`config.mk`:
```
export PLATFORM = sky130hd
export DESIGN_NAME = fifo_drain_ctrl
export DESIGN_NICKNAME = d
export VERILOG_FILES = /design/src/rtl/fifo_drain_ctrl.sv
export SDC_FILE = /design/constraint.sdc
export NUM_CORES = 1
export LEC_CHECK = 0
export BUFFER_PORTS_ARGS = -buffer_cell sky130_fd_sc_hd__buf_2
export CAP_MARGIN = 5
export CORE_UTILIZATION = 40
export CTS_CLUSTER_DIAMETER = 120
export CTS_CLUSTER_SIZE = 16
export DETAILED_ROUTE_END_ITERATION = 10
export PLACE_DENSITY = 0.7
export SYNTH_ARGS = -nofsm -noshare
export SYNTH_HDL_FRONTEND = slang
export SYNTH_SLANG_ARGS = --single-unit
```
`constraint.sdc`:
```
create_clock -name clk -period 2.19 [get_ports clk]
set_input_delay 0.3285 -clock clk [delete_from_list [all_inputs] [get_ports clk]]
set_output_delay 0.3285 -clock clk [all_outputs]
set_load 0.05 [all_outputs]
```
`src/rtl/fifo_drain_ctrl.sv`:
```
// FIFO read-side drain controller: bursts pops, retimes data to a stream.
// Optional rd_count statistics counter is built when FIFO_DRAIN_STATS_EN is defined.
module fifo_drain_ctrl #(
  parameter int WORD_SIZE = 6,
  parameter int BURST_LEN = 4,
  parameter int CNT_W     = 16
) (
  input  logic                 clk,
  input  logic                 reset,
  input  logic                 enable,
  input  logic                 fifo_empty,
  input  logic [WORD_SIZE-1:0] fifo_data,
  input  logic                 pause,
  output logic                 fifo_rd,
  output logic [WORD_SIZE-1:0] data_out,
  output logic                 valid_out,
  output logic                 busy,
  output logic [CNT_W-1:0]     rd_count
);

  typedef enum logic [1:0] {
    IDLE,
    DRAIN,
    STALL,
    GAP
  } state_t;

  localparam logic [3:0] LAST = 4'(BURST_LEN - 1);

  state_t     state;
  state_t     state_nx;
  logic [3:0] burst_cnt;
  logic [3:0] burst_nx;
  logic       go;
  logic       rd_d1;

  assign go   = enable & ~fifo_empty & ~pause;
  assign busy = (state != IDLE);

  // State and burst counter registers
  always_ff @(posedge clk) begin
    if (reset) begin
      state     <= IDLE;
      burst_cnt <= '0;
    end else begin
      state     <= state_nx;
      burst_cnt <= burst_nx;
    end
  end

  // Next state, burst accounting and the Mealy pop strobe
  always_comb begin
    state_nx = state;
    burst_nx = burst_cnt;
    fifo_rd  = 1'b0;
    unique case (state)
      IDLE: begin
        burst_nx = '0;
        if (go) state_nx = DRAIN;
      end
      DRAIN: begin
        fifo_rd = go;
        if (go) burst_nx = burst_cnt + 4'd1;
        if (go && burst_cnt == LAST)
          state_nx = GAP;
        else if (!enable || fifo_empty)
          state_nx = IDLE;
        else if (pause)
          state_nx = STALL;
      end
      STALL: begin
        if (!enable || fifo_empty)
          state_nx = IDLE;
        else if (!pause)
          state_nx = DRAIN;
      end
      GAP: begin
        burst_nx = '0;
        state_nx = IDLE;
      end
      default: begin
        burst_nx = '0;
        state_nx = IDLE;
      end
    endcase
  end

  // Two-stage retiming of the registered FIFO read port
  always_ff @(posedge clk) begin
    if (reset) begin
      rd_d1     <= 1'b0;
      valid_out <= 1'b0;
      data_out  <= '0;
    end else begin
      rd_d1     <= fifo_rd;
      valid_out <= rd_d1;
      if (rd_d1) data_out <= fifo_data;
    end
  end

`ifdef FIFO_DRAIN_STATS_EN
  logic [CNT_W-1:0] cnt_q;

  // Free-running pop counter, wraps naturally
  always_ff @(posedge clk) begin
    if (reset)
      cnt_q <= '0;
    else if (fifo_rd)
      cnt_q <= cnt_q + CNT_W'(1);
  end

  assign rd_count = cnt_q;
`else
  assign rd_count = '0;
`endif

endmodule

```
After elaboration in Yosys (flattened, before gate mapping)

Cells that the tools add are included.

Word-level logic and storage cells: 37
Input port bits: 11
Output and inout bits: 25
Bits in registers: 14

Muxes and demuxes: 10
Add/subtract/negate cells: 1
Reductions and logical operators: 9
Bitwise gates (word level): 4
Equality and inequality tests: 8

Operators by type and width:

| operator            | number |
|---|---|
| $mux 2              | 6 |
| $pmux 2 s4          | 1 |
| $pmux 4 s2          | 1 |
| $add 4x1->4 const B | 1 |
| $eq 2x2->1 const B  | 2 |
| $eq 4x2->1 const B  | 1 |
| $mux 4              | 1 |
| $ne 2x2->1 const B  | 2 |
| $ne 4x4->1 const B  | 1 |
| $reduce_bool 2->1   | 2 |
| $ne 3x3->1 const B  | 1 |
| $reduce_and 3->1    | 1 |
| $and 1x1->1         | 2 |
| $eq 2x1->1 const B  | 1 |
| $logic_not 2->1     | 1 |
| $not 1->1           | 2 |
| $reduce_and 2->1    | 1 |
| $reduce_or 2->1     | 1 |
| $logic_and 1x1->1   | 1 |
| $logic_not 1->1     | 1 |
| $logic_or 1x1->1    | 1 |
| $mux 1              | 1 |

Logic depth before layout (Yosys ltp)

Gate-level depths: netlist of the first run.

Word-level depth: 6
Mapped depth: 7

Least setup slack after synthesis of the first run

No wires, ideal clock.

Kind: input -> register
From: in fifo_empty
To: reg state[1]
Library setup time: 72 ps
Arrival: 1260 ps
Required time: 2118 ps
Cell stages on the path: 4
Setup slack: 859 ps
Path buffers: 0
Path through: nor3b_4 -> and2_4 -> o2bb2ai_1 -> mux2i_1

Word-level cells in the longest chain between the ends: 6

RTL lines:

| element                                                         | RTL line | source |
|---|---|---|
| start: declaration                                              | 11       | `input logic fifo_empty,` |
| $not 1->1                                                       | 37       | `assign go = enable & ~fifo_empty & ~pause;` |
| $and 1x1->1 (2 in a row)                                        | 37       |  |
| $logic_and 1x1->1                                               | 64       | `if (go && burst_cnt == LAST)` |
| $ne 4x4->1 (no source line) or $mux 2 (tied branches)           | -        |  |
| $reduce_and 3->1 (no source line) or $pmux 2 s4 (tied branches) | -        |  |
| end signal: assignment                                          | 46       | `state <= state_nx;` |
| end: declaration                                                | 30       | `state_t state;` |

Several ways; a longest one is shown, not always the timed one.
A chain may end at the register's enable or synchronous reset.

Worst setup path after layout of the first run

From: reg state[1]
To: out fifo_rd

Word-level cells in the longest chain between the ends: 2

RTL lines:

| element          | RTL line | source |
|---|---|---|
| $eq 2x1->1       | 56       | `unique case (state)` |
| $mux 1           | 56       |  |
| end: declaration | 14       | `output logic fifo_rd,` |

Every way passes these cells.

==> results.yml, run 1 <==
worst_hold_path:
  worstHoldEndpoint: "data_out[0]$_SDFFE_PP0P_"
  min_path_type: "in -> reg"
  min_path_cells: 3
  min_from: "fifo_data[0]"
logic_synthesis:
  synth.most_common_cell: "buf_4"
  synth-seq-area-share: 0.348
  synth_top_area_share: 0.348
  ys_ff_latch: 14
  synth.area.top_cells: "dfxtp_1 (35%), buf_4 (15%), mux2i_1 (8.7%)"
  syn_area_per_cell_sq_um: 8.84
  syn_inst: 91
  syn-cell-area_sq_um: 805
  yosysUniqueCellTypes: 26
  synth.yosys.warnings: 0
  synthArstFlopShare: 0
  synth_commonest_cells: "buf_4 (16), dfxtp_1 (14), nor2_1 (8), mux2i_1 (7), a21oi_1 (5)"
  synth_flop_cell: "dfxtp_1"
  synth-edff-count: 0
  synth_top_area_cell: "dfxtp_1"
clocking:
  h-tree-depth: 1
  tritoncts: "built"
  clock_latency_ns: 0.28
  cts_buffers: 3
  cts_resized: 0
  cts_setup_buffers: 0
  clk_pin_slew_worst_paths_ns: 0.09
  hold_buffers: 0
  cts_root_buffer: "clkbuf_4"
  cts_buffer_depth: 2
  cts_sinks: 14
layout:
  multi_input_area_sq_um: 437
  seqCellArea_sq_um: 280
  area_growth_pct: 11.7
  insertedDiodeCount: 0
  nFillCells: 188
  fin_nets: 127
  drive_above_1_share: 0.234
global_routing:
  grt_use_met2: 0.206
  grt_remaining_overflow: 0
  grt_util_met1: 0.175
  use_met3: 0.0115
  grt_pass1_vias: 498
  grt_max_degree: 16
  grt_first_pass_wirelength_um: 2080
  grt_usage: 0.133
  top_usage_layer: "met2"
  antenna_found_initial: 0
detailed_routing:
  drt_first_pass_iters: 4
  via_per_inst: 4.65
  drc: 0
  vias: 633
  routedWlPerCell_um: 10.2
  ant_nets: 0
  drtIter0Drc: 7
  drt-total-wl_um: 1390
die:
  rows: 15
  die_height_um: 46.8
  die_area_sq_um: 2190
  core_sq_um: 1800
  die_x_um: 46.8
  start_util: 0.447
  top_level_ports: 36
worst_setup_path:
  worst_r2r_path_depth: 5
  cpPeakStageDelay_ns: 0.34
  path_buf_inv: 2
  arrival_ns: 1.52
  path_max_fanout: 10
  cp-start-kind: "flop"
  rrSetupSlack_ns: 0.79
  rr_startpoint: "burst_cnt[0]$_SDFFE_PP0P_"
  cp_cell_sequence: "inv_1 -> ha_1 -> and2_4 -> buf_2"
  required_ns: 1.86
  cp_slowest_cell: "dfxtp_1"
  r2r_end: "state[0]$_SDFFE_PP0P_"
  crit_path_end_kind: "output port"
  crit_family: "flip-flops"
  path_class: "reg -> out"
  path_depth: 4
power:
  finalPower_mw: 0.554
  power_density_nw_per_um2: 617
  power_leakage_nw: 0.413
  vdd_drop_max_v: 0.000222
sta:
  post-route-period-util: 0.844
  fin_crit_ns: 1.85
  slew_violations: 0
  fmax_mhz: 541
  setup_violations: 0
  skew_ns: 0.00328
  rsz0062_at_grt: "false"
  hold_viol_final: 0
  fin_tns_setup_ns: 0
run:
  cap_violations: 0
status:
  outcome: "complete, no violations"
placement:
  io_buffers: 19
  hpwlAfterDp_um: 1050
  gp_congestion: 0.758
==> registers in the layout, indices dropped and copies added (netlist names) <==
register and flops:
state 2, burst_cnt 4, data_out 6, valid_out 1
rd_d1 1
==> cells by family after synthesis <==
family / after synthesis / synth area share
compound gates: 12 / 0.0886
fa+ha+maj: 4 / 0.0622
buf+inv: 22 / 0.179
flops: 14 / 0.348
mux: 7 / 0.0871
other cells: 1 / 0.00466
simple gates: 31 / 0.230
==> final cells by class <==
cell class              count  share of cell area
multi-input cells          70               0.486
repair buffers             20               0.114
flip-flops and latches     14               0.312
clock buffers               4              0.0404
inverters                   3              0.0125
well taps                  25              0.0348
==> tightest hold or removal path, cell delays in order <==
cell	delay, ns
buf_2	0.07
mux2i_1	0.05
nor2_1	0.07
==> routing by layer <==
layer  up-vias  wire, um
li1        314         -
met1       294       622
met2        23       682
met3         2        62
met4         0        18
met5         -         0
==> stage by stage <==
step	hold WS [ns]	std cells	setup WS [ns]	utilization	cell area, sq um
floorplan	0.400	106	0.859	-	861
global placement	0.471	132	0.711	0.478	862
detailed placement	0.484	132	0.680	0.478	862
CTS	0.281	136	0.358	0.499	898
global route	0.292	136	0.301	0.499	898
finish	0.283	136	0.343	0.499	898
==> placed cells by master (no fill, tap or decap), types with 2 or more instances in the layout <==
cell type  synthesis  layout
nor2_1             8       8
a31oi_1            2       2
nand4_1            2       2
conb_1             1      16
dfxtp_1           14      14
clkbuf_4           0       3
o22ai_1            2       2
a21oi_1            5       5
buf_2              1      19
and2b_1            3       3
nand3_1            3       3
ha_1               4       4
nor2b_1            4       4
mux2i_1            7       7
nand2b_1           2       2
inv_1              3       3
nand2_1            4       4
==> worst max-delay path by stage <==
| stage | end | startpoint | slack, ns |
|---|---|---|---|
| after floorplan | state[1]$_SDFFE_PP0P_ | fifo_empty | 0.86 |
| after global placement | fifo_rd | state[1]$_SDFFE_PP0P_ | 0.71 |
| after detailed placement | fifo_rd | state[1]$_SDFFE_PP0P_ | 0.68 |
| after CTS | fifo_rd | state[1]$_SDFFE_PP0P_ | 0.36 |
| after global routing | fifo_rd | state[1]$_SDFFE_PP0P_ | 0.30 |
| final | fifo_rd | state[1]$_SDFFE_PP0P_ | 0.34 |
==> where the power goes <==
| part | total [mW] | leakage (nW) | switching (mW) | internal (mW) |
|---|---|---|---|---|
| Sequential | 0.257 | 0.113 | 0.00130 | 0.256 |
| Clock | 0.192 | 0.0210 | 0.0908 | 0.101 |
| Combinational | 0.105 | 0.279 | 0.0867 | 0.0184 |
| Total | 0.554 | 0.413 | 0.179 | 0.375 |
Power figures use the tool's default switching activity.
==> run 2, diff against run 1 <==
==> constraint.sdc (replaced) <==
create_clock -name clk -period 1.8 [get_ports clk]
set_input_delay 0.27 -clock clk [delete_from_list [all_inputs] [get_ports clk]]
set_output_delay 0.27 -clock clk [all_outputs]
set_load 0.05 [all_outputs]
==> run 2 against run 1 <==
Effect of this change:
- register-to-register slack lost 0.37 ns
- design area increased by 0.28%
- via count unchanged
- global-route usage increased by 0.42 points
- sequential share of layout area fell by 0.087 points
- largest power group unchanged
- routed wire length fell by 3.2%
- core utilization increased by 0.14 points
- critical path depth unchanged
- sequential power up 22%
- die area unchanged
- non-clock buffer count unchanged
- critical endpoint unchanged
- sequential cell count stayed put
==> results.yml, run 2 (synthesis gave the netlist of run 1 again) <==
clocking:
  tritoncts: "built"
  cts_buffers: 3
  clock_latency_ns: 0.28
  cts_setup_buffers: 0
  clk_pin_slew_worst_paths_ns: 0.09
  cts_sinks: 14
  h-tree-depth: 1
  cts_root_buffer: "clkbuf_4"
  cts_buffer_depth: 2
worst_setup_path:
  path_class: "reg -> out"
  cp_slowest_cell: "dfxtp_1"
  critical_path.startpoint: "state[1]$_SDFFE_PP0P_"
  crit_family: "flip-flops"
  required_ns: 1.53
  arrival_ns: 1.42
  cp-start-kind: "flop"
  cpPeakStageDelay_ns: 0.34
  path_max_fanout: 10
  rrSetupSlack_ns: 0.42
  crit_path_end_kind: "output port"
  path_buf_inv: 2
  cp_cell_sequence: "inv_1 -> ha_2 -> and2_4 -> buf_2"
  rr_startpoint: "burst_cnt[0]$_SDFFE_PP0P_"
detailed_routing:
  drtIter0Drc: 13
  via_per_inst: 4.65
  drt-total-wl_um: 1340
  vias: 633
  routedWlPerCell_um: 9.86
  drc: 0
  ant_nets: 0
  drt_first_pass_iters: 4
global_routing:
  grt_usage: 0.137
  grt_first_pass_wirelength_um: 2040
  grt_remaining_overflow: 0
  antenna_found_initial: 0
  grt_max_degree: 16
  grt_pass1_vias: 483
sta:
  setup_violations: 0
  fmax_mhz: 592
  hold_viol_final: 0
  rsz0062_at_grt: "false"
  slew_violations: 0
  fin_crit_ns: 1.69
  skew_ns: 0.00141
  holdWs_ns: 0.219
  fin_tns_setup_ns: 0
  post-route-period-util: 0.938
layout:
  nFillCells: 180
  largest_reg_flops: 6
  final_cells: 136
  design_area_sq_um: 901
  final_common_cell: "buf_2"
  multi_input_area_sq_um: 439
  insertedDiodeCount: 0
  drive_above_1_share: 0.243
  fin_nets: 127
  area_growth_pct: 12.0
  top_regs: "data_out x6, burst_cnt x4, state x2"
  largest-register: "data_out"
  final_cell_mix: "buf_2 (19), conb_1 (16), dfxtp_1 (14)"
  seqCellArea_sq_um: 280
die:
  die_area_sq_um: 2190
  rows: 15
  start_util: 0.447
  core_sq_um: 1800
  top_level_ports: 36
  die_x_um: 46.8
  die_height_um: 46.8
power:
  vdd_drop_max_v: 0.000315
  power_leakage_nw: 0.412
  power_density_nw_per_um2: 747
  finalPower_mw: 0.673
placement:
  dpl-instance-area_sq_um: 862
  hpwlAfterDp_um: 1030
  io_buffers: 19
  gp_congestion: 0.763
  dp.cells: 132
status:
  outcome: "complete, no violations"
worst_hold_path:
  min_path_type: "in -> reg"
  min_from: "fifo_data[5]"
run:
  cap_violations: 0
run 2: metrics by stage:
step	util	worst slack, ns
global placement	0.478	0.390
finish	0.500	0.111
detailed placement	0.478	0.339
floorplan	-	0.501
global route	0.500	0.0377
CTS	0.500	0.0929
run 2: repair_timing:
item,CTS,global route
hold buffers,0,0
gates resized for setup,1,0
setup endpoints to repair,1,0
run 2: report_power, final:
part | switching, mW | internal [mW]
registers | 0.00167 | 0.311
clock network | 0.108 | 0.123
logic | 0.105 | 0.0228
total | 0.215 | 0.457
run 2: worst register-to-register path, delay by kind of cell, from the launching register on:
| kind | cells | cell delay (ns) |
|---|---|---|
| compound gates | 2 | 0.26 |
| flops | 1 | 0.39 |
| fa+ha+maj | 1 | 0.19 |
| simple gates | 2 | 0.46 |
run 2: routing by layer:
| metal | vias to the layer above | GRT usage | part of all wire |
|---|---|---|---|
| met2 | 23 | 0.206 | 0.48 |
| li1 | 317 | - | - |
| met5 | - | 0 | 0 |
| met1 | 289 | 0.176 | 0.45 |
| met4 | 0 | 0.120 | 0.030 |
| met3 | 4 | 0.0115 | 0.035 |
run 2: final cells by class:
| cell class | instances | share of cell area |
|---|---|---|
| multi-input cells | 70 | 0.487 |
| clock buffers | 4 | 0.0403 |
| inverters | 3 | 0.0125 |
| repair buffers | 20 | 0.114 |
| flip-flops and latches | 14 | 0.311 |
| well taps | 25 | 0.0347 |
run 2: final timing paths:
kind / to / cells past startpoint
max reg2reg: state[0]$_SDFFE_PP0P_ / 5
min: data_out[5]$_SDFFE_PP0P_ / 3
max: fifo_rd / 4
min reg2reg: burst_cnt[1]$_SDFFE_PP0P_ / 2
